$ cat config.mk
export PLATFORM = sky130hd
export DESIGN_NAME = cacheline_adapter
export DESIGN_NICKNAME = d
export VERILOG_FILES = /design/src/rtl/mem_if_pkg.sv /design/src/rtl/cacheline_adapter.sv
export SDC_FILE = /design/constraint.sdc
export NUM_CORES = 1
export LEC_CHECK = 0
export BUFFER_PORTS_ARGS = -buffer_cell sky130_fd_sc_hd__buf_2
export CORE_AREA = 8 8 273 275
export CTS_CLUSTER_DIAMETER = 120
export DETAILED_ROUTE_END_ITERATION = 8
export DIE_AREA = 0 0 281 283
export HOLD_SLACK_MARGIN = 0.08
export SKIP_CTS_REPAIR_TIMING = 1
export SLEW_MARGIN = 5
export SYNTH_ARGS = -nofsm -noshare
export SYNTH_HDL_FRONTEND = slang
export SYNTH_SLANG_ARGS = --single-unit
$ cat constraint.sdc
create_clock -name clk -period 20.1 [get_ports clk]
set_clock_uncertainty 0.2 [all_clocks]
set_input_delay 1.005 -clock clk [delete_from_list [all_inputs] [get_ports clk]]
set_output_delay 1.005 -clock clk [all_outputs]
set_load 0.01 [all_outputs]
$ cat src/rtl/mem_if_pkg.sv
// Shared memory-interface constants and the line adapter state encoding.
// Line geometry is fixed here so L2 and the adapter agree on it.
package mem_if_pkg;

  localparam int OFFSET_W  = 5;
  localparam int LINE_W    = 8 * (2 ** OFFSET_W);
  localparam int BEAT_W    = 64;
  localparam int NUM_BEATS = LINE_W / BEAT_W;

  typedef enum logic [1:0] {
    IDLE  = 2'd0,
    READ  = 2'd1,
    WRITE = 2'd2,
    DONE  = 2'd3
  } adapter_state_t;

endpackage

$ cat src/rtl/cacheline_adapter.sv
// Turns one L2 line request into a 4-beat DRAM burst and answers
// with a single-cycle pmem_resp once the last beat has moved.
module cacheline_adapter
  import mem_if_pkg::*;
#(
  parameter int s_offset = OFFSET_W,
  parameter int s_beat   = BEAT_W,
  localparam int line_w    = 8 * (2 ** s_offset),
  localparam int num_beats = line_w / s_beat,
  localparam int cnt_w     = $clog2(num_beats)
) (
  input  logic              clk,
  input  logic              rst,
  input  logic [31:0]       pmem_address,
  input  logic [line_w-1:0] pmem_wdata,
  output logic [line_w-1:0] pmem_rdata,
  input  logic              pmem_read,
  input  logic              pmem_write,
  output logic              pmem_resp,
  output logic [31:0]       burst_address,
  input  logic [s_beat-1:0] burst_rdata,
  output logic [s_beat-1:0] burst_wdata,
  output logic              burst_read,
  output logic              burst_write,
  input  logic              burst_resp
);

  localparam logic [1:0] S_IDLE  = IDLE;
  localparam logic [1:0] S_READ  = READ;
  localparam logic [1:0] S_WRITE = WRITE;
  localparam logic [1:0] S_DONE  = DONE;

  localparam logic [cnt_w-1:0] LAST = cnt_w'(num_beats - 1);

  logic [1:0]        state;
  logic [cnt_w-1:0]  cnt;
  logic [line_w-1:0] line_buf;
  logic [line_w-1:0] rdata_q;
  logic [31:0]       addr_q;
  logic              last_beat;

  assign last_beat = burst_resp && (cnt == LAST);

  // FSM, beat counter, write buffer and read-line assembly.
  // Read beats land straight in the output line so a later write
  // cannot disturb the last line returned to L2.
  always_ff @(posedge clk or posedge rst) begin
    if (rst) begin
      state    <= S_IDLE;
      cnt      <= '0;
      line_buf <= '0;
      rdata_q  <= '0;
      addr_q   <= '0;
    end else begin
      unique case (state)
        S_IDLE: begin
          if (pmem_read) begin
            state  <= S_READ;
            cnt    <= '0;
            addr_q <= {pmem_address[31:s_offset], {s_offset{1'b0}}};
          end else if (pmem_write) begin
            state    <= S_WRITE;
            cnt      <= '0;
            line_buf <= pmem_wdata;
            addr_q   <= {pmem_address[31:s_offset], {s_offset{1'b0}}};
          end
        end
        S_READ: begin
          if (burst_resp) begin
            rdata_q[cnt*s_beat +: s_beat] <= burst_rdata;
            cnt <= cnt + 1'b1;
            if (last_beat) state <= S_DONE;
          end
        end
        S_WRITE: begin
          if (burst_resp) begin
            cnt <= cnt + 1'b1;
            if (last_beat) state <= S_DONE;
          end
        end
        S_DONE: state <= S_IDLE;
        default: state <= S_IDLE;
      endcase
    end
  end

  // Handshake outputs decode straight from the state.
  always_comb begin
    burst_read  = (state == S_READ);
    burst_write = (state == S_WRITE);
    pmem_resp   = (state == S_DONE);
    burst_wdata = '0;
    if (state == S_WRITE) burst_wdata = line_buf[cnt*s_beat +: s_beat];
  end

  assign burst_address = addr_q;
  assign pmem_rdata    = rdata_q;

endmodule

==> results of run 1 <==
==> synthesized netlist by cell type (all sizes together) <==
cell type and instances:
nand3 4, nor3 3, nor3b 1, mux2 283, and4b 1, dfrtp 543
conb 1, inv 5, nor4b 1, clkbuf 40, ha 12, a21oi 1
mux4 64, nor2b 1, nand2 108, and2 64, nand2b 2, o21ai 54
nand4 1, and3 1, buf 75, a22o 204, nand3b 1, nor4 1
mux2i 5, nor2 1
==> path summary, 6_finish.rpt <==
kind	startpoint	endpoint	slack, ps	cells past startpoint
max reg2reg	cnt[0]$_DFFE_PP0P_	pmem_rdata[44]$_DFFE_PP0P_	16660	6
max	cnt[0]$_DFFE_PP0P_	burst_wdata[44]	15620	4
min reg2reg	pmem_rdata[192]$_DFFE_PP0P_	pmem_rdata[192]$_DFFE_PP0P_	270	2
max in group asynchronous	rst	burst_address[30]$_DFFE_PP0P_	16360	5
min	pmem_rdata[192]$_DFFE_PP0P_	pmem_rdata[192]$_DFFE_PP0P_	270	2
min in group asynchronous	rst	line_buf[50]$_DFFE_PP0P_	330	2
==> metal layers <==
layer	share of wire [%]	track usage [%]
met5	0.074	0
met1	38	20.2
met4	3.6	5.99
met3	9.3	5.94
met2	49	28.8
==> layout by cell type, fill, tap and decap left out, types with 3 or more instances in the layout <==
cell / instances
and2_1: 64
buf_2: 701
nand3_2: 3
clkbuf_8: 16
a22o_2: 55
o21ai_0: 33
dfrtp_1: 541
nand2_1: 108
bufinv_16: 6
clkbuf_16: 61
mux4_2: 64
ha_1: 11
mux2_2: 283
clkbuf_1: 10
a22o_1: 149
diode_2: 14
conb_1: 5
mux2i_1: 5
clkinv_2: 12
buf_4: 18
inv_1: 4
o21ai_1: 20
==> flip-flops by register name (all words and copies together), names as in the netlist <==
register	cells
pmem_rdata	256
burst_address	27
cnt	2
line_buf	256
state	2
==> through the flow <==
step | utilization, % | worst slack, ps | cells | instance area (um2)
3_3_place_gp | 37.6 | 15670 | 3037 | 26500
3_5_place_dp | 37.6 | 15510 | 3037 | 26500
4_1_cts | 40.6 | 15410 | 3150 | 28600
6_report | 40.6 | 15620 | 3164 | 28600
2_1_floorplan | - | 3720 | 1481 | 22100
5_1_grt | 40.6 | 15310 | 3159 | 28600
==> worst max-delay path, cell delays in order, from the launching register on <==
cell and delay, ps:
dfrtp_4 930, buf_4 750, mux4_2 650, and2_1 180, buf_2 140
==> power by group through the flow <==
| stage | registers, mW | clock network [mW] | logic [mW] |
|---|---|---|---|
| after floorplan | 1.73 | 0 | 0.845 |
| final | 1.73 | 1.16 | 1.31 |
| after global placement | 1.72 | 0 | 1.30 |
| after detailed placement | 1.75 | 0 | 1.33 |
| after CTS | 1.73 | 1.19 | 1.33 |
| after global routing | 1.78 | 1.23 | 1.42 |
==> cell families (layout without fill, tap and decap cells) <==
| logic type | Yosys count | count (layout) | synth area share [%] |
|---|---|---|---|
| adders and majority gates | 12 | 12 | 0.678 |
| and+or+nand+nor | 190 | 190 | 4.34 |
| buffers and inverters | 120 | 839 | 2.80 |
| muxes | 352 | 352 | 21.1 |
| DFF | 543 | 543 | 61.4 |
| AOI/OAI and AO/OA | 259 | 259 | 9.64 |
| other | 1 | 19 | 0.0169 |
==> cell type report <==
| cell class | instances | area [um2] | share of cell area [%] |
|---|---|---|---|
| Antenna cell | 14 | 35.0 | 0.122 |
| Clock buffer | 87 | 1780 | 6.23 |
| Clock inverter | 26 | 340 | 1.19 |
| Inverter | 5 | 26.3 | 0.0918 |
| Multi-Input combinational cell | 818 | 7980 | 27.9 |
| Sequential cell | 543 | 13600 | 47.5 |
| Tap cell | 950 | 1190 | 4.15 |
| Timing Repair Buffer | 721 | 3680 | 12.9 |
==> reports/results.txt, run 1 <==
status: completed
Clk pin slew, worst setup/hold paths: 60 ps
number of global-route vias before repair: 16840
Startpoint Class: flip-flop
CTS Buf Count: 60
hold_ws: 275 ps
sequential fraction of design power: 41.3%
Sink Count: 543
first-pass iteration count of the detailed router: 5
synth warn: 0
drt wl/cell: 22.3 um
synth unique cells: 34
Overall Global Routing Usage: 17.1%
# port buffers: 701
Slew HR: 26.9%
global-route wire length before repair: 106000 um
Power Total: 4.19 mW
Synth area leaders: dfrtp_1 61%, mux2_2 14%, mux4_2 6.5%
post-synthesis sequential area ratio: 61.4%
Synth Register Bits: 543
Psw: 1.28 mW
Pint: 2.91 mW
# IOs: 712
Power Dens Cells: 146 mW/mm2
crit path DAT: 3270 ps
routed wire length: 70600 um
crit path capture type: primary output
Fill cells: 6643
fraction of layout cells with a size suffix above 1: 56.5%
drt via density: 4.86
Final Hold Fails: 0
Worst Path Required: 18900 ps
Syn Std Cell Area: 0.0221 mm2
P&R area growth vs syn: 29.4%
maximum clock rate: 223 MHz
Slew Viols, Final: 0
routability congestion estimate: 0.862
worst vdd ir: 70.1 uV
period utilisation layout: 22.3%
largest net degree at the start of global routing: 184
core area: 0.0705 mm2
CP max FO: 36
Post-DP HPWL: 50400 um
Mapped Cells: 1477
htree depth: 2
drt drc: 0
gr ovfl total: 0
Die Width: 281 um
TritonCTS clock tree: yes
DR vias: 15384
Sum Neg Setup Slack: 0 ps
Die Y: 283 um
Root Buffer: clkbuf_16
DR iter-0 viols: 804
leading area contributor after synthesis: dfrtp_1
Nets: 2518
switching share of power: 30.5%
Worst-Skew Late Latency: 610 ps
RSZ-0062 raised after global routing: false
maximum clock path buffer count: 3
initial antenna violation count: 19
Finish-stage setup viols: 0
Avg Inst Size Synth: 15.0 um2
Period minus WS final: 4480 ps
total die area: 0.0795 mm2
clock network power share: 27.6%
Final ANT Viol Nets: 0
Initial Util: 31.4%
Max Cap Violations: 0
Worst Path Class, Setup: flip-flop to primary output
Comb pwr share: 31.1%
Worst-Margin Slew: 1090 ps
Row Count: 98
Lkg Pwr: 14.3 nW
HP Class: flip-flop to flip-flop
post-synth top area share: 61.4%
Power figures use the tool's default switching activity.
==> inputs of run 2 (changes only) <==
==> constraint.sdc (replaced) <==
create_clock -name clk -period 4.4 [get_ports clk]
set_clock_uncertainty 0.2 [all_clocks]
set_input_delay 0.22 -clock clk [delete_from_list [all_inputs] [get_ports clk]]
set_output_delay 0.22 -clock clk [all_outputs]
set_load 0.01 [all_outputs]
==> run 2 against run 1 <==
Effect of this change:
- combinational power increased to 5.0 times the previous value
- count of clock-buffer cells in the layout decreased by 2
- clock power increased to 4.2 times the previous value
- sequential share of layout area decreased by 5.3 points
- critical path type unchanged
==> reports/results.txt, run 2 (synthesis gave the netlist of run 1 again) <==
drt via density: 4.81
commonest non-fill, non-tap cell in the layout: buf_2
# port buffers: 701
Fill cells: 6197
crit path DAT: 2870 ps
drt wl/cell: 21.5 um
Final Hold Fails: 0
Worst-Margin Slew: 1010 ps
Clk pin slew, worst setup/hold paths: 60 ps
Slew HR: 32.3%
crit path capture type: primary output
first-pass iteration count of the detailed router: 4
Overall Global Routing Usage: 17.4%
P&R area growth vs syn: 45.5%
Power Dens Cells: 596 mW/mm2
status: completed
number of global-route vias before repair: 17291
Psw: 5.95 mW
Worst-Skew Late Latency: 610 ps
routability congestion estimate: 0.868
initial antenna violation count: 10
drt drc: 0
Slew Viols, Final: 0
# IOs: 712
Nets: 2884
Lkg Pwr: 15.7 nW
Final ANT Viol Nets: 0
commonest non-fill, non-tap cells in the layout: 701 x buf_2, 541 x dfrtp_1, 352 x dlygate4sd3_1
maximum clock path buffer count: 3
Seq. cell area: 0.0136 mm2
Sum Neg Setup Slack: 0 ps
CP max FO: 54
Comb pwr share: 33.8%
Startpoint Class: flip-flop
clock network power share: 25.6%
global-route wire length before repair: 109000 um
Pint: 13.3 mW
Die Y: 283 um
sequential fraction of design power: 40.7%
Initial Util: 31.4%
multi-input gate area in the final layout: 0.00800 mm2
period utilisation layout: 74.8%
Sink Count: 543
Root Buffer: clkbuf_16
worst vdd ir: 334 uV
Post-DP HPWL: 51900 um
switching share of power: 31.0%
Worst Path Required: 3980 ps
Worst Path Class, Setup: flip-flop to primary output
Max Cap Violations: 0
TritonCTS clock tree: yes
DR iter-0 viols: 716
core area: 0.0705 mm2
Row Count: 98
DR vias: 16937
maximum clock rate: 304 MHz
largest net degree at the start of global routing: 138
HP Class: input pin to asynchronous set/reset pin
routed wire length: 75800 um
fraction of layout cells with a size suffix above 1: 48.7%
RSZ-0062 raised after global routing: false
Die Width: 281 um
Period minus WS final: 3290 ps
total die area: 0.0795 mm2
gr ovfl total: 0
CTS Buf Count: 58
Finish-stage setup viols: 0
hold_ws: 140 ps
htree depth: 2
run 2: cell count changes in the layout (fill, tap and decap cells not counted), moves of 3 or more:
cell,change
buf_12,+9
buf_4,+7
bufinv_16,-3
clkbuf_1,+3
clkbuf_16,-3
clkinv_2,-3
diode_2,-4
dlygate4sd3_1,+352
run 2: routing by layer:
metal	part of all wire, %	global-route usage, %	vias up	wire length (um)
met4	4.0	8.10	2	3040
met2	50	29.1	665	37800
met5	0.015	0	-	11
met3	8.0	6.33	177	6060
li1	-	-	7470	-
met1	38	19.8	8623	28900
run 2: through the flow:
stage / power (mW) / util, % / instance area [um2] / instances / setup WS (ps)
6_report: 19.2 / 45.7 / 32200 / 3521 / 1110
5_1_grt: 20.3 / 45.7 / 32200 / 3517 / 970
4_1_cts: 19.2 / 40.6 / 28700 / 3159 / 1030
3_5_place_dp: 14.1 / 37.9 / 26700 / 3053 / 1310
3_3_place_gp: 13.9 / 37.9 / 26700 / 3053 / 1370
2_1_floorplan: 11.7 / - / 22200 / 1481 / -3410
run 2: final cells by class:
class,count,area share [%]
flip-flops and latches,543,42.2
multi-input cells,818,24.8
repair buffers,1089,23.1
clock buffers,85,5.26
well taps,950,3.69
clock inverters,21,0.761
diodes,10,0.0777
inverters,5,0.0699
run 2: power groups by stage:
| stage | logic, mW | clock network, mW | registers [mW] |
|---|---|---|---|
| 2_1_floorplan | 3.86 | 0 | 7.89 |
| 3_3_place_gp | 6.14 | 0 | 7.72 |
| 3_5_place_dp | 6.30 | 0 | 7.85 |
| 4_1_cts | 6.30 | 5.07 | 7.79 |
| 5_1_grt | 6.99 | 5.26 | 8.03 |
| 6_report | 6.49 | 4.91 | 7.81 |
run 2: worst max-delay path, stage by stage, from the launching register on:
cell and delay, ps:
dfrtp_4 590, buf_4 780, mux4_2 470, and2_1 190, buf_2 140
run 2: path summary, 6_finish.rpt:
| kind | from | cells after the start | slack [ps] | end |
|---|---|---|---|---|
| min in group clk | pmem_wdata[26] | 3 | 180 | line_buf[26]$_DFFE_PP0P_ |
| max | cnt[1]$_DFFE_PP0P_ | 4 | 1110 | burst_wdata[56] |
| max in group asynchronous | rst | 4 | 2590 | cnt[1]$_DFFE_PP0P_ |
| min reg2reg | pmem_rdata[255]$_DFFE_PP0P_ | 2 | 280 | pmem_rdata[255]$_DFFE_PP0P_ |
| max reg2reg | cnt[1]$_DFFE_PP0P_ | 5 | 1320 | pmem_rdata[50]$_DFFE_PP0P_ |
| min | rst | 3 | 140 | pmem_rdata[247]$_DFFE_PP0P_ |
